<file path="src/rtl/clyde_phi_sched.sv">
// Sequencer for the masked Clyde tweak-schedule phi unit: walks the tweak
// state index 0..NS (encryption) or pre-rolls to NS and walks back down to 0
// (decryption), presenting each state to the round logic via valid/ack.
`timescale 1ns/1ps

module clyde_phi_sched #(
    parameter int unsigned NS = 6,
    parameter int unsigned CW = 3
) (
    input  logic          clk,
    input  logic          rst,
    input  logic          start,
    input  logic          decrypt,
    output logic          busy,
    output logic          tk_valid,
    output logic [CW-1:0] tk_idx,
    input  logic          tk_ack,
    output logic          done,
    output logic          phi_in_valid,
    output logic          phi_enable,
    output logic          phi_inverse
);

    localparam logic [CW-1:0] IDX_LAST = CW'(NS);
    localparam logic [CW-1:0] IDX_PRE_END = CW'(NS - 1);
    localparam logic [CW-1:0] IDX_ZERO = '0;
    localparam logic [CW-1:0] IDX_ONE = CW'(1);

    typedef enum logic [1:0] {
        S_IDLE = 2'd0,
        S_LOAD = 2'd1,
        S_PRE  = 2'd2,
        S_RUN  = 2'd3
    } state_t;

    state_t        state_q, state_d;
    logic [CW-1:0] cnt_q, cnt_d;
    logic          dir_q, dir_d;
    logic          done_q, done_d;
    logic          is_last;

    // State, counter, direction and done pulse registers
    always_ff @(posedge clk) begin
        if (rst) begin
            state_q <= S_IDLE;
            cnt_q   <= '0;
            dir_q   <= 1'b0;
            done_q  <= 1'b0;
        end else begin
            state_q <= state_d;
            cnt_q   <= cnt_d;
            dir_q   <= dir_d;
            done_q  <= done_d;
        end
    end

    // Final state of the walk: top index going up, zero going down
    assign is_last = dir_q ? (cnt_q == IDX_ZERO) : (cnt_q == IDX_LAST);

    // Next-state logic and phi unit strobes
    always_comb begin
        state_d      = state_q;
        cnt_d        = cnt_q;
        dir_d        = dir_q;
        done_d       = 1'b0;
        busy         = 1'b0;
        tk_valid     = 1'b0;
        tk_idx       = '0;
        phi_in_valid = 1'b0;
        phi_enable   = 1'b0;
        phi_inverse  = 1'b0;

        case (state_q)
            S_IDLE: begin
                if (start) begin
                    dir_d   = decrypt;
                    cnt_d   = '0;
                    state_d = decrypt ? S_PRE : S_LOAD;
                end
            end

            S_LOAD: begin
                busy         = 1'b1;
                tk_valid     = 1'b1;
                phi_in_valid = 1'b1;
                if (tk_ack) begin
                    phi_enable = 1'b1;
                    cnt_d      = IDX_ONE;
                    state_d    = S_RUN;
                end
            end

            S_PRE: begin
                busy         = 1'b1;
                phi_enable   = 1'b1;
                phi_in_valid = (cnt_q == IDX_ZERO);
                if (cnt_q == IDX_PRE_END) begin
                    cnt_d   = IDX_LAST;
                    state_d = S_RUN;
                end else begin
                    cnt_d = cnt_q + IDX_ONE;
                end
            end

            S_RUN: begin
                busy     = 1'b1;
                tk_valid = 1'b1;
                tk_idx   = cnt_q;
                if (tk_ack) begin
                    if (is_last) begin
                        done_d  = 1'b1;
                        state_d = S_IDLE;
                    end else begin
                        phi_enable  = 1'b1;
                        phi_inverse = dir_q;
                        cnt_d       = dir_q ? (cnt_q - IDX_ONE) : (cnt_q + IDX_ONE);
                    end
                end
            end

            default: state_d = S_IDLE;
        endcase
    end

    assign done = done_q;

endmodule

</file>
<file path="config.mk">
export PLATFORM = sky130hd
export DESIGN_NAME = clyde_phi_sched
export DESIGN_NICKNAME = d
export VERILOG_FILES = /design/src/rtl/clyde_phi_sched.sv
export SDC_FILE = /design/constraint.sdc
export NUM_CORES = 1
export LEC_CHECK = 0
export BUFFER_PORTS_ARGS = -buffer_cell sky130_fd_sc_hd__buf_4
export CORE_MARGIN = 2
export CORE_UTILIZATION = 50
export CTS_BUF_LIST = sky130_fd_sc_hd__clkbuf_8
export CTS_CLUSTER_SIZE = 20
export DETAILED_ROUTE_END_ITERATION = 8
export PLACE_DENSITY = 0.77
export SETUP_SLACK_MARGIN = 0.5
export SYNTH_ARGS = -nofsm -noshare
export SYNTH_HDL_FRONTEND = slang
export SYNTH_SLANG_ARGS = --single-unit
</file>
<file path="constraint.sdc">
create_clock -name clk -period 1.8 [get_ports clk]
set_clock_uncertainty 0.15 [all_clocks]
set_input_delay 0.18 -clock clk [delete_from_list [all_inputs] [get_ports clk]]
set_output_delay 0.18 -clock clk [all_outputs]
set_load 0.02 [all_outputs]
</file>
==> results.cfg, run 1 <==
[sta]
grt_worst_setup_endpoint = phi_enable
type_of_the_worst_endpoint_after_the_last_repair = top-level output

[die]
row_count = 13
die_height_um = 40.9
start_util_pct = 52.9
top_ports = 14
floorplan.die.width_um = 40.9

[synthesis]
synth-seq-cells = 7
ys_types = 34
dominantRegCellSynth = sky130_fd_sc_hd__dfxtp_1
postSynthAreaPerCell_um2 = 8.19
mappedNetlistNets = 98
asyncSetResetFlopFracSynth_pct = 0
postSynthCellCount = 83
synth-warning-count = 0
synthesis.area_um2 = 679
synth_enable_flop_cells = 0
synth_sequential_area_ratio_pct = 20.6

[place]
routability_cong = 0.797
hpwlAfterDp_um = 1430
portBuffers = 13
pre_cts_slack_ps = -44.4
place_area_um2 = 903

[clocking]
cts_made_buffers = 3
htree_num_levels = 1
clock_tree.buffer_depth = 2
ctsRootBufferMaster = sky130_fd_sc_hd__clkbuf_8
clock-sinks = 7

[global_routing]
initial_antenna_violation_count = 0
largest_net_degree_at_the_start_of_global_routing = 9

[status]
outcome = aborted with a tool error
error_line = [ERROR DPL-0033] detailed placement checks failed during check placement.
stop_stage = global routing
## per-stage QoR
| stage | util [%] | instances | TNS [ps] |
|---|---|---|---|
| floorplan | - | 83 | 0 |
| global placement | 70.3 | 119 | 0 |
| detailed placement | 70.3 | 119 | -44.4 |
| CTS | 85.6 | 131 | -205 |
## cells by family after synthesis
family	Yosys count	share of synthesized area [%]
AOI/OAI and AO/OA	25	29.1
adders and majority gates	10	18.4
buffers and inverters	13	9.02
DFF	7	20.6
muxes	3	4.42
and+or+nand+nor	25	18.4
## repair_timing
item | in CTS
setup buffers | 8
pin swaps | 12
gates resized for setup | 22
hold buffers | 0
endpoints found under the setup margin | 15
## cell usage after synthesis (2+ instances only)
library cell | instances | area [µm²]
sky130_fd_sc_hd__ha_1 | 10 | 125
sky130_fd_sc_hd__inv_1 | 9 | 33.8
sky130_fd_sc_hd__nor2_1 | 9 | 33.8
sky130_fd_sc_hd__a21oi_1 | 7 | 35.0
sky130_fd_sc_hd__dfxtp_1 | 7 | 140
sky130_fd_sc_hd__nand2_1 | 4 | 15.0
sky130_fd_sc_hd__a311oi_1 | 3 | 26.3
sky130_fd_sc_hd__mux2i_1 | 3 | 30.0
sky130_fd_sc_hd__nor2b_1 | 3 | 18.8
sky130_fd_sc_hd__and2_1 | 2 | 12.5
sky130_fd_sc_hd__nand3_1 | 2 | 10.0
sky130_fd_sc_hd__o21ai_0 | 2 | 10.0
==> inputs of run 2 (changes only) <==
==> config.mk (replaced) <==
export PLATFORM = sky130hd
export DESIGN_NAME = clyde_phi_sched
export DESIGN_NICKNAME = d
export VERILOG_FILES = /design/src/rtl/clyde_phi_sched.sv
export SDC_FILE = /design/constraint.sdc
export NUM_CORES = 1
export LEC_CHECK = 0
export BUFFER_PORTS_ARGS = -buffer_cell sky130_fd_sc_hd__buf_4
export CORE_AREA = 2 2 63 65
export DETAILED_ROUTE_END_ITERATION = 8
export DIE_AREA = 0 0 65 67
export PLACE_DENSITY_LB_ADDON = 0.15
export SYNTH_ARGS = -nofsm -noshare
export SYNTH_HDL_FRONTEND = slang
export SYNTH_SLANG_ARGS = --single-unit
==> constraint.sdc (replaced) <==
create_clock -name clk -period 2.3 [get_ports clk]
set_clock_uncertainty 0.15 [all_clocks]
set_input_delay 0.23 -clock clk [delete_from_list [all_inputs] [get_ports clk]]
set_output_delay 0.23 -clock clk [all_outputs]
set_load 0.02 [all_outputs]
==> run 2 against run 1 <==
  * The flow now finishes without violations
  * Synthesized cell count did not move
  * Synthesized area did not move
==> results.cfg, run 2 <==
[status]
outcome = completed

[routing]
vias = 624
first_pass_iters = 4
drt-vias-per-instance = 4.19
route.antenna.remaining_nets = 0
drc_errors = 0
route.detailed.wl_per_inst_um = 11.0
initialDrtViolationCount = 17
totalWireLength_um = 1640

[synthesis]
synthMostInstantiatedCell = sky130_fd_sc_hd__ha_1
dominantRegCellSynth = sky130_fd_sc_hd__dfxtp_1
synth_sequential_area_ratio_pct = 20.6
postSynthCellCount = 83
synth_commonest_cells = 10 x sky130_fd_sc_hd__ha_1, 9 x sky130_fd_sc_hd__inv_1, 9 x sky130_fd_sc_hd__nor2_1, 7 x sky130_fd_sc_hd__a21oi_1, 7 x sky130_fd_sc_hd__dfxtp_1
post-synth-top-area-cell = sky130_fd_sc_hd__dfxtp_1
mappedNetlistNets = 98
netlist.area_leader.share_pct = 20.6
synth-warning-count = 0
ys_types = 34
synth_enable_flop_cells = 0
asyncSetResetFlopFracSynth_pct = 0
synthesis.area_um2 = 679
ys_top_cells_by_area = sky130_fd_sc_hd__dfxtp_1 21%, sky130_fd_sc_hd__ha_1 18%, sky130_fd_sc_hd__a21oi_1 5.2%
postSynthAreaPerCell_um2 = 8.19
synth-seq-cells = 7

[die]
start_util_pct = 18.8
floorplan.die.width_um = 65
core_area_mm2 = 0.00361
row_count = 22
die_height_um = 67
top_ports = 14
die_area_mm2 = 0.00436

[clocking]
clock_tree.buffer_depth = 2
htree_num_levels = 1
cts_made_buffers = 3
clkTransAtPathRegs_ps = 50
tritoncts = yes
post_cts_hold_buffer_count = 0
clk_latency_ps = 230
ctsRootBufferMaster = sky130_fd_sc_hd__clkbuf_8
clock-sinks = 7

[final_layout]
synthToLayoutAreaGrowth_pct = 32.4
final_core_util_pct = 24.9
nNetsFinal = 117
number_of_flip_flops_in_the_largest_register = 3
registers.top_by_ff_count = cnt_q
num_antenna_cells = 0
most-common-layout-cells = 18 x sky130_fd_sc_hd__buf_4, 10 x sky130_fd_sc_hd__ha_1, 9 x sky130_fd_sc_hd__inv_1, 9 x sky130_fd_sc_hd__nor2_1, 7 x sky130_fd_sc_hd__a21oi_1
largest_registers = cnt_q (3), state_q (2)
fill_cells = 394
layout-drive-gt1-share_pct = 26.7
most_common_library_cell_in_the_layout_ignoring_fill_and_taps = sky130_fd_sc_hd__buf_4

[critical_path]
worstSetupStartpointType = flip-flop
crit_type = reg -> out
cp_data_required_time_ps = 1920
end_kind = output port
r2r_setup_slack_ps = 330
crit_fanout = 5
cp.arrival_ps = 1810

[sta]
setup_viol = 0
min_period_over_period_pct = 95.4
rsz0062_at_grt = no
post-route-min-period_ps = 2190
fin_hold_viols = 0
fmaxAchievable_mhz = 456
slew_violations = 0
worst_slew_pin_slew_ps = 439
setup_total_negative_slack_ps = 0
max-slew-margin-rel_pct = 70.5

[worst_hold_path]
worst_hold_path_class = in -> reg

[global_routing]
grt_first_pass_wirelength_um = 2810
globalRouteTotalUtil_pct = 8.65
grt_pass1_vias = 624
initial_antenna_violation_count = 0
overflow_after_grt = 0
largest_net_degree_at_the_start_of_global_routing = 9

[power]
power_leakage_nw = 0.380
power_density_mw_per_mm2 = 964
max-vdd-ir-drop_mv = 0.238

[place]
portBuffers = 13
hpwlAfterDp_um = 1330
routability_cong = 0.739

[flow_run]
max_capacitance_violation_count = 0
## run 2: cell counts after synthesis
Identical to the previous run, type by type.
## run 2: layout make-up
| cell class | instances | area, µm² | share of cell area [%] |
|---|---|---|---|
| sequential | 7 | 141 | 15.7 |
| timing repair buffer | 18 | 135 | 15.0 |
| inverter | 9 | 33.8 | 3.76 |
| clock inverter | 1 | 5.00 | 0.556 |
| tap | 48 | 60.1 | 6.68 |
| multi-input combinational | 63 | 483 | 53.7 |
| clock buffer | 3 | 41.3 | 4.59 |
## run 2: routing by layer
metal  track usage, %  share of wire [%]  up-vias
met5                0                  0        -
met3             4.73                6.1        2
met1             10.2                 46      282
li1                 -                  -      329
met2             13.5                 47       11
met4             2.39               0.92        0
## run 2: what timing repair did
action	in CTS	in global routing
setup buffers	1	1
gates cloned	0	0
hold endpoints to repair	0	0
pin swaps	1	1
endpoints found under the setup margin	1	1
resized for setup	0	2
## run 2: path summary, 6_finish.rpt
path	cells after the start	endpoint	start
setup reg to reg	8	state_q[0]$_SDFFE_PP0P_	cnt_q[1]$_SDFFE_PP0P_
hold reg to reg	2	cnt_q[0]$_SDFFE_PP0P_	cnt_q[0]$_SDFFE_PP0P_
hold / removal	2	cnt_q[0]$_SDFFE_PP0P_	rst
setup / recovery	6	phi_enable	cnt_q[1]$_SDFFE_PP0P_
## run 2: cells by family after synthesis
group / after synthesis / synth area share [%]
flip-flops: 7 / 20.6
adder cells (fa/ha/maj): 10 / 18.4
multiplexers: 3 / 4.42
buffers and inverters: 13 / 9.02
AO/OA/AOI/OAI: 25 / 29.1
AND/OR/NAND/NOR: 25 / 18.4
## run 2: power by group
part           switching [W]  total [W]  internal [W]
Sequential         0.0000322   0.000182      0.000150
Combinational       0.000282   0.000506      0.000224
Clock              0.0000618   0.000180      0.000118
Total               0.000376   0.000867      0.000491
## run 2: metrics by stage
step	hold slack (ps)	cell area, µm²	instances	power [W]	setup WS, ps
after CTS	92.2	886	148	0.000868	60.4
after global routing	91.6	900	149	0.000943	2.40
after global placement	347	832	143	0.000693	222
after detailed placement	339	832	143	0.000678	212
final	89.0	900	149	0.000867	106
after floorplan	224	679	83	0.000548	161
## run 2: worst max-delay path: stages (launching register included)
cell	delay, ps
sky130_fd_sc_hd__dfxtp_1	350
sky130_fd_sc_hd__inv_1	120
sky130_fd_sc_hd__ha_1	190
sky130_fd_sc_hd__nor2b_1	170
sky130_fd_sc_hd__a221o_1	400
sky130_fd_sc_hd__a211oi_2	180
sky130_fd_sc_hd__buf_4	170
Power figures use the tool's default switching activity.
==> inputs of run 3 (changes only) <==
--- a/config.mk
+++ b/config.mk
@@ -10,6 +10,7 @@
 export DETAILED_ROUTE_END_ITERATION = 8
 export DIE_AREA = 0 0 65 67
 export PLACE_DENSITY_LB_ADDON = 0.15
+export REMOVE_ABC_BUFFERS = 1
 export SYNTH_ARGS = -nofsm -noshare
 export SYNTH_HDL_FRONTEND = slang
 export SYNTH_SLANG_ARGS = --single-unit
==> run 3 against run 2 <==
  * Via count shrank 0.80%
  * Core utilization shrank 0.069 points
  * Routed wire length grew 2.3%
  * Critical path depth is the same
  * Hold slack gained 14 ps
  * Largest cell class unchanged
  * Largest power group unchanged
==> results.cfg, run 3 (same netlist as run 2, synthesis figures left out) <==
[power]
power_leakage_nw = 0.375
internal-power_w = 0.000489
power_density_mw_per_mm2 = 955
power_switching_share_pct = 42.9
p_switching_w = 0.000367
post-layout-total-power_w = 0.000857
sequential_cell_fraction_of_total_power_pct = 21.4
pwr-share-clk_pct = 19.4
max-vdd-ir-drop_mv = 0.249
comb_power_share_pct = 59.2

[critical_path]
crit_end = phi_enable
end_kind = output port
timing.critical_path.slowest_stage_cell = sky130_fd_sc_hd__dfxtp_1
cp.arrival_ps = 1780
critical_path.reg2reg.endpoint = cnt_q[0]$_SDFFE_PP0P_
r2r_setup_slack_ps = 450
reg2regPathDepth = 6
path_depth = 6
cp_data_required_time_ps = 1920
crit_fanout = 5
r2r_start = state_q[1]$_SDFFE_PP0P_
worst-path-buf-inv = 2
crit_path_cell_trace = inv_2 > ha_1 > nor2b_1 > a221o_1 > a211oi_2 > buf_4
critPathMaxStageDelay_ps = 380
crit_start = cnt_q[0]$_SDFFE_PP0P_
path_delay_family = compound AO/OA/AOI/OAI gates
crit_type = reg -> out
worstSetupStartpointType = flip-flop

[final_layout]
num_antenna_cells = 0
number_of_flip_flops_in_the_largest_register = 3
nNetsFinal = 117
final_cell_count_no_fill = 149
most-common-layout-cells = 18 x sky130_fd_sc_hd__buf_4, 10 x sky130_fd_sc_hd__ha_1, 9 x sky130_fd_sc_hd__nor2_1, 8 x sky130_fd_sc_hd__inv_1
final_core_util_pct = 24.9
registers.top_by_ff_count = cnt_q
fill_cells = 402
most_common_library_cell_in_the_layout_ignoring_fill_and_taps = sky130_fd_sc_hd__buf_4
largest_registers = cnt_q (3), state_q (2)
layout-drive-gt1-share_pct = 25.7
synthToLayoutAreaGrowth_pct = 32.0

[sta]
worst_slew_pin_slew_ps = 465
rsz0062_at_grt = no
fmaxAchievable_mhz = 463
setup_total_negative_slack_ps = 0
post-route-min-period_ps = 2160
slew_violations = 0
hold_slack_ps = 103
setup_viol = 0
max-slew-margin-rel_pct = 68.7
fin_hold_viols = 0
min_period_over_period_pct = 93.8

[flow_run]
max_capacitance_violation_count = 0

[clocking]
ctsRootBufferMaster = sky130_fd_sc_hd__clkbuf_8
clkTransAtPathRegs_ps = 40
htree_num_levels = 1
cts_made_buffers = 3
clock_tree.buffer_depth = 2
post_cts_hold_buffer_count = 0
clock-sinks = 7
clk_latency_ps = 220
tritoncts = yes

[die]
die_height_um = 67
core_area_mm2 = 0.00361
floorplan.die.width_um = 65
die_area_mm2 = 0.00436
start_util_pct = 18.8
row_count = 22
top_ports = 14

[global_routing]
grt_pass1_vias = 574
globalRouteTotalUtil_pct = 8.49
initial_antenna_violation_count = 0
largest_net_degree_at_the_start_of_global_routing = 10
overflow_after_grt = 0
grt_first_pass_wirelength_um = 2750

[routing]
vias = 619
drt-vias-per-instance = 4.15
initialDrtViolationCount = 26
drc_errors = 0
route.detailed.wl_per_inst_um = 11.2
first_pass_iters = 4
totalWireLength_um = 1680
route.antenna.remaining_nets = 0

[worst_hold_path]
worst_hold_startpoint = rst
worst_hold_path_class = in -> reg

[place]
routability_cong = 0.733
hpwlAfterDp_um = 1390
portBuffers = 13
placed_cells_incl_taps = 144

[status]
outcome = completed
run 3: changes by cell type in the layout (fill, tap and decap cells not counted):
cell                       change
sky130_fd_sc_hd__dfxtp_2       -1
sky130_fd_sc_hd__inv_1         -1
sky130_fd_sc_hd__clkbuf_1      +1
sky130_fd_sc_hd__dfxtp_1       +1
sky130_fd_sc_hd__clkinv_2      -1
sky130_fd_sc_hd__inv_2         +1
run 3: per-stage QoR:
| stage | cell area (µm²) | setup WS (ps) |
|---|---|---|
| after floorplan | 652 | 161 |
| after global placement | 840 | 248 |
| after detailed placement | 840 | 204 |
| after CTS | 892 | 56.5 |
| after global routing | 897 | 38.2 |
| final | 897 | 142 |
run 3: how the worst min path moves through the flow:
| stage | to | slack [ps] | cells past startpoint |
|---|---|---|---|
| after global placement | dir_q$_SDFFE_PP0P_ | 340 | 2 |
| after floorplan | cnt_q[0]$_SDFFE_PP0P_ | 150 | 1 |
| after detailed placement | dir_q$_SDFFE_PP0P_ | 340 | 2 |
| after CTS | cnt_q[0]$_SDFFE_PP0P_ | 100 | 2 |
| final | cnt_q[0]$_SDFFE_PP0P_ | 100 | 2 |
| after global routing | cnt_q[0]$_SDFFE_PP0P_ | 120 | 2 |
run 3: cell type report:
class	count	area [µm²]	share of cell area [%]
repair buffers	18	135	15.1
clock buffers	4	45.0	5.02
well taps	48	60.1	6.69
inverters	9	33.8	3.77
multi-input cells	63	483	53.8
flip-flops and latches	7	140	15.6
run 3: per-layer routing:
layer	vias up	GRT usage, %	part of all wire (%)	wire [µm]
met5	-	0	0	0
met4	0	3.19	0	0
met3	0	2.53	3.3	56
met2	9	12.9	48	804
met1	280	11.2	49	814
li1	330	-	-	-
run 3: repair_timing:
item	CTS	global route
endpoints found under the setup margin	1	1
gates cloned	0	0
setup buffers	1	0
resized for setup	0	2
pin swaps	1	0
run 3: power groups by stage:
stage / sequential [W] / combinational [W] / clock (W)
global placement: 0.000187 / 0.000511 / 0
CTS: 0.000183 / 0.000505 / 0.000173
finish: 0.000184 / 0.000507 / 0.000166
global route: 0.000189 / 0.000568 / 0.000180
detailed placement: 0.000185 / 0.000499 / 0
floorplan: 0.000176 / 0.000356 / 0
